<file path="src/rtl/aska_pkg.sv">
// Shared types and helpers for the H-bridge output stage.
// State encoding, default widths and the shoot-through check.
package aska_pkg;

  localparam int ELEC_W_DEF = 32;
  localparam int DAC_W_DEF  = 6;
  localparam int ELEC_MAX   = 128;

  typedef enum logic [2:0] {
    ST_IDLE,
    ST_DEAD,
    ST_DRIVE,
    ST_DISCH,
    ST_FAULT
  } hb_state_e;

  // Any electrode asked for on both P and N would short the supply.
  function automatic logic pat_overlap(
    input logic [ELEC_MAX-1:0] p,
    input logic [ELEC_MAX-1:0] n
  );
    return |(p & n);
  endfunction

endpackage

</file>
<file path="src/rtl/aska_hb_timer.sv">
// Loadable down-counter with zero flag.
// Shared between dead-time and discharge intervals.
module aska_hb_timer #(
  parameter int W = 4
) (
  input  logic         clk,
  input  logic         rst,
  input  logic         load,
  input  logic [W-1:0] load_val,
  input  logic         dec,
  output logic         zero
);

  logic [W-1:0] cnt;

  // Saturates at zero: an idle timer never wraps.
  always_ff @(posedge clk or posedge rst) begin
    if (rst) begin
      cnt <= '0;
    end else if (load) begin
      cnt <= load_val;
    end else if (dec && cnt != '0) begin
      cnt <= cnt - 1'b1;
    end
  end

  assign zero = (cnt == '0);

endmodule

</file>
<file path="src/rtl/aska_hbridge_drv.sv">
// H-bridge output stage: dead time, passive discharge and
// shoot-through / compliance fault latching.
module aska_hbridge_drv
  import aska_pkg::*;
#(
  parameter int ELEC_W       = ELEC_W_DEF,
  parameter int DAC_W        = DAC_W_DEF,
  parameter int DEAD_CYCLES  = 2,
  parameter int DISCH_CYCLES = 8
) (
  input  logic              clk,
  input  logic              reset,
  input  logic              enable,
  input  logic [ELEC_W-1:0] up_req,
  input  logic [ELEC_W-1:0] down_req,
  input  logic [DAC_W-1:0]  dac_in,
  input  logic              fault_in,
  input  logic              fault_clear,
  output logic [ELEC_W-1:0] up_sw,
  output logic [ELEC_W-1:0] down_sw,
  output logic [DAC_W-1:0]  dac_out,
  output logic              discharge_active,
  output logic              fault,
  output logic              busy
);

  localparam int CMAX =
    (DEAD_CYCLES > DISCH_CYCLES) ? DEAD_CYCLES : DISCH_CYCLES;
  localparam int CW = $clog2(CMAX + 1);
  localparam logic [CW-1:0] DEAD_LD  = CW'(DEAD_CYCLES - 1);
  localparam logic [CW-1:0] DISCH_LD = CW'(DISCH_CYCLES - 1);

  // A 1-cycle interphase gap must fall inside dead time.
  if (DEAD_CYCLES < 2) begin : g_bad_dead
    $error("DEAD_CYCLES must be >= 2");
  end
  if (DISCH_CYCLES < 1) begin : g_bad_disch
    $error("DISCH_CYCLES must be >= 1");
  end
  if (ELEC_W > ELEC_MAX) begin : g_bad_elec
    $error("ELEC_W exceeds ELEC_MAX");
  end

  hb_state_e         state;
  hb_state_e         nxt;
  logic [ELEC_W-1:0] disch_mask;
  logic              req_nz;
  logic              illegal;
  logic              pat_chg;
  logic              tmr_load;
  logic              tmr_dec;
  logic              tmr_zero;
  logic [CW-1:0]     tmr_val;

  assign req_nz  = |(up_req | down_req);
  assign illegal = pat_overlap(ELEC_MAX'(up_req),
                               ELEC_MAX'(down_req));
  assign pat_chg = {up_req, down_req} != {up_sw, down_sw};

  always_comb begin
    nxt = state;
    if (illegal || fault_in) begin
      nxt = ST_FAULT;
    end else if (state == ST_FAULT) begin
      if (fault_clear && !req_nz) nxt = ST_IDLE;
    end else if (!enable) begin
      nxt = ST_IDLE;
    end else begin
      unique case (state)
        ST_IDLE:  if (req_nz) nxt = ST_DEAD;
        ST_DEAD:  if (tmr_zero)
                    nxt = req_nz ? ST_DRIVE : ST_DISCH;
        ST_DRIVE: if (pat_chg) nxt = ST_DEAD;
        ST_DISCH: begin
          if (req_nz)        nxt = ST_DEAD;
          else if (tmr_zero) nxt = ST_IDLE;
        end
        default:  nxt = ST_IDLE;
      endcase
    end
  end

  assign tmr_load = (nxt == ST_DEAD  && state != ST_DEAD) ||
                    (nxt == ST_DISCH && state != ST_DISCH);
  assign tmr_val  = (nxt == ST_DISCH) ? DISCH_LD : DEAD_LD;
  assign tmr_dec  = (state == ST_DEAD) || (state == ST_DISCH);

  aska_hb_timer #(
    .W (CW)
  ) u_timer (
    .clk      (clk),
    .rst      (reset),
    .load     (tmr_load),
    .load_val (tmr_val),
    .dec      (tmr_dec),
    .zero     (tmr_zero)
  );

  always_ff @(posedge clk or posedge reset) begin
    if (reset) begin
      state            <= ST_IDLE;
      up_sw            <= '0;
      down_sw          <= '0;
      dac_out          <= '0;
      disch_mask       <= '0;
      discharge_active <= 1'b0;
      fault            <= 1'b0;
      busy             <= 1'b0;
    end else begin
      state            <= nxt;
      fault            <= (nxt == ST_FAULT);
      discharge_active <= (nxt == ST_DISCH);
      busy             <= (nxt == ST_DEAD) ||
                          (nxt == ST_DRIVE) ||
                          (nxt == ST_DISCH);
      if (nxt == ST_IDLE) begin
        disch_mask <= '0;
      end else if (state == ST_DRIVE) begin
        disch_mask <= disch_mask | up_sw | down_sw;
      end
      unique case (nxt)
        ST_DRIVE: begin
          if (state != ST_DRIVE) begin
            up_sw   <= up_req;
            down_sw <= down_req;
          end
          dac_out <= dac_in;
        end
        ST_DISCH: begin
          up_sw   <= '0;
          down_sw <= disch_mask;
          dac_out <= '0;
        end
        default: begin
          up_sw   <= '0;
          down_sw <= '0;
          dac_out <= '0;
        end
      endcase
    end
  end

endmodule

</file>
<file path="config.mk">
export PLATFORM = sky130hd
export DESIGN_NAME = aska_hbridge_drv
export DESIGN_NICKNAME = d
export VERILOG_FILES = /design/src/rtl/aska_pkg.sv /design/src/rtl/aska_hb_timer.sv /design/src/rtl/aska_hbridge_drv.sv
export SDC_FILE = /design/constraint.sdc
export NUM_CORES = 1
export LEC_CHECK = 0
export BUFFER_PORTS_ARGS = -buffer_cell sky130_fd_sc_hd__buf_2
export CAP_MARGIN = 40
export CORE_MARGIN = 5
export CORE_UTILIZATION = 55
export DETAILED_ROUTE_END_ITERATION = 16
export PLACE_DENSITY = 0.81
export RECOVER_POWER = 50
export REMOVE_ABC_BUFFERS = 1
export SYNTH_ARGS = -nofsm -noshare
export SYNTH_HDL_FRONTEND = slang
export SYNTH_HIERARCHICAL = 1
export SYNTH_SLANG_ARGS = --single-unit
</file>
<file path="constraint.sdc">
create_clock -name clk -period 4.38 [get_ports clk]
set_input_delay 1.095 -clock clk [delete_from_list [all_inputs] [get_ports clk]]
set_output_delay 1.095 -clock clk [all_outputs]
set_load 0.05 [all_outputs]
</file>
==> results_dict.tcl <==
set metrics [dict create \
    clock_path_buffers 2 \
    grt_start_max_net_pins 65 \
    async_reset_ff_share_pct 100.0 \
    power_w 0.002177 \
    drt_iter0_markers 481 \
    syn_avg_cell_area_um2 10.67 \
    rows 39 \
    antenna_found_initial 1 \
    clk_latency_ns 0.36 \
    cts_sinks 112 \
    power_density_mw_per_mm2 289.8 \
    ys_seq_area_share_pct 43.90 \
    synth-edff-count 0 \
    cp_max_fo 51 \
    hpwl_mm 13.89 \
    tritoncts "yes" \
    hold_buffers 0 \
    tightest_slew_ns 2.520 \
    yosys_warnings 6 \
    overflow 0 \
    synthTopCellsByArea "dfrtp_1 (44%), mux2i_1 (10%), xor2_1 (8.8%)" \
    fin_crit_sh_pct 82.28 \
    ios 148 \
    grt_first_pass_wirelength_mm 30.04 \
    hold_path_class "flop to flop" \
    layout-drive-gt1-share_pct 29.36 \
    final_cell_mix "dfrtp_1 (112), buf_2 (110), mux2i_1 (64), xor2_1 (64), inv_1 (47)" \
    whs_ns 0.5173 \
    area.growth.synth_to_final_pct 17.64 \
    failed_checks "capacitance limit, slew limit" \
    start_util_pct 55.91 \
    grt_usage_pct 26.99 \
    fillers 944 \
    drt-wirelength-per-cell_um 21.32 \
    die_w_um 117.7 \
    finalSetupViolations 0 \
    yosys_most_used_dff "dfrtp_1" \
    cp-start-kind "input pin" \
    wl_mm 18.83 \
    post_cts_buffers 0 \
    synth-seq-cells 112 \
    endpoint_kind "flop" \
    drc 0 \
    maxSlewViolCount 65 \
    numCtsBuffers 9 \
    fmax_mhz 277.5 \
    synth.distinct_cells 47 \
    rsz0062_at_grt "false" \
    via_per_inst 6.140 \
    synth_top_area_share_pct 43.90 \
    synth_top_area_cell "dfrtp_1" \
    via_count 5422 \
    maxSlewHeadroom_pct -68.16 \
    maxCapViolations 1 \
    final_common_cell "dfrtp_1" \
    p_leak_nw 3.389 \
    portBuffers 147 \
    gp_congestion 1.027 \
    cts-resized-gates 0 \
    synthesis.area_mm2 0.006384 \
    htreeDepth 3 \
    dieArea_mm2 0.01386 \
    grt_pass1_vias 5635 \
    clock_skew_ns 0.01014 \
    nets 810 \
    fin_tns_setup_ns 0 \
    required_ns 4.65 \
    layout_min_cycle_time_ns 3.604 \
    path_clk_slew_ns 0.07 \
    ir_drop_mv 0.2311 \
    criticalPathCategory "input pin to flop" \
    hold_viol 0 \
    antenna_left 0 \
    outcome "finished, violations left" \
    arrival_ns 3.87 \
    synthesis.instances 598 \
    cts-root-buf "clkbuf_16" \
    dr.pass1.iters 5 \
    core_area_mm2 0.01142 \
    die_y_um 117.7 \
]
## worst paths after layout
| kind | slack (ns) | to | cells past startpoint | start |
|---|---|---|---|---|
| worst min-delay path | 0.52 | disch_mask[27]$_DFFE_PP0P_ | 2 | disch_mask[27]$_DFFE_PP0P_ |
| min in group asynchronous | 0.60 | u_timer/cnt[3]$_DFFE_PP0P_ | 2 | reset |
| worst max register to register | 1.24 | down_sw[14]$_DFFE_PP0P_ | 8 | up_sw[25]$_DFFE_PP0P_ |
| worst min register to register | 0.52 | disch_mask[27]$_DFFE_PP0P_ | 2 | disch_mask[27]$_DFFE_PP0P_ |
| worst max-delay path | 0.78 | down_sw[14]$_DFFE_PP0P_ | 9 | up_req[25] |
| max in group asynchronous | 0.99 | down_sw[31]$_DFFE_PP0P_ | 3 | reset |
## registers in the layout, summed over array words and instances, names as in the netlist
name / flops
down_sw: 32
busy: 1
disch_mask: 32
discharge_active: 1
fault: 1
up_sw: 32
dac_out: 6
u_timer/cnt: 4
state: 3
## area by class of cell
type	count	area, um2	share of cell area [%]
repair buffers	159	787.0	10.48
clock buffers	11	252.7	3.366
multi-input cells	405	3207	42.70
clock inverters	5	102.6	1.366
well taps	143	178.9	2.383
inverters	47	176.4	2.349
flip-flops and latches	112	2803	37.32
diodes	1	2.502	0.03332
## stage by stage
step,setup WS (ns),util [%],cells,cell area (um2)
2_1_floorplan,-3.263,-,564,6156
4_1_cts,0.8679,66.22,882,7561
3_3_place_gp,0.6399,63.11,866,7206
5_1_grt,0.3789,65.77,883,7510
6_report,0.7760,65.77,883,7510
3_5_place_dp,0.5506,63.11,866,7206
## metal layers
metal	share of wire, %	vias to the layer above	global-route usage (%)	wire length, um
met5	0	-	0	0
met3	7.4	51	5.430	1391
li1	-	2414	-	-
met4	3.7	0	13.48	697
met1	42	2700	35.95	7843
met2	47	257	41.97	8896
## critical path, cell delays in order
cell      delay [ns]
buf_2           0.14
xor2_1          0.18
nor4_1          0.49
nand4_1         0.20
nor4_2          0.53
o311a_2         0.26
buf_4           0.52
nor2_1          0.15
a211oi_2        0.25
## cells in the mapped netlist, types with 2 or more instances
master,count
nand2b_1,4
a221oi_1,4
o21ai_1,2
mux2i_1,64
xor2_1,64
nand4b_1,2
a21oi_1,36
nor3_2,36
nand3_1,3
buf_6,8
nand4_1,9
nand2_1,6
nor3_1,4
buf_4,8
o21ai_0,34
a222oi_1,2
conb_1,2
buf_2,8
a2111oi_0,2
a211oi_2,32
a22oi_1,6
nor2_1,37
dfrtp_1,112
inv_1,47
nor4_1,32
a22o_1,4
clkbuf_1,10
## kinds of logic after synthesis
family	synth area share, %
buf+inv	6.331
mux	10.04
xor+xnor	8.781
simple gates	15.33
fa+ha+maj	0.1960
compound gates	15.31
flops	43.90
other cells	0.1176
## power by group
group	switching (W)	internal [W]
Combinational	0.000112	0.0000574
Clock	0.000385	0.000590
Sequential	0.000000000000960	0.00103
Total	0.000496	0.00168
Note: power is estimated with default switching activity, not from simulation.
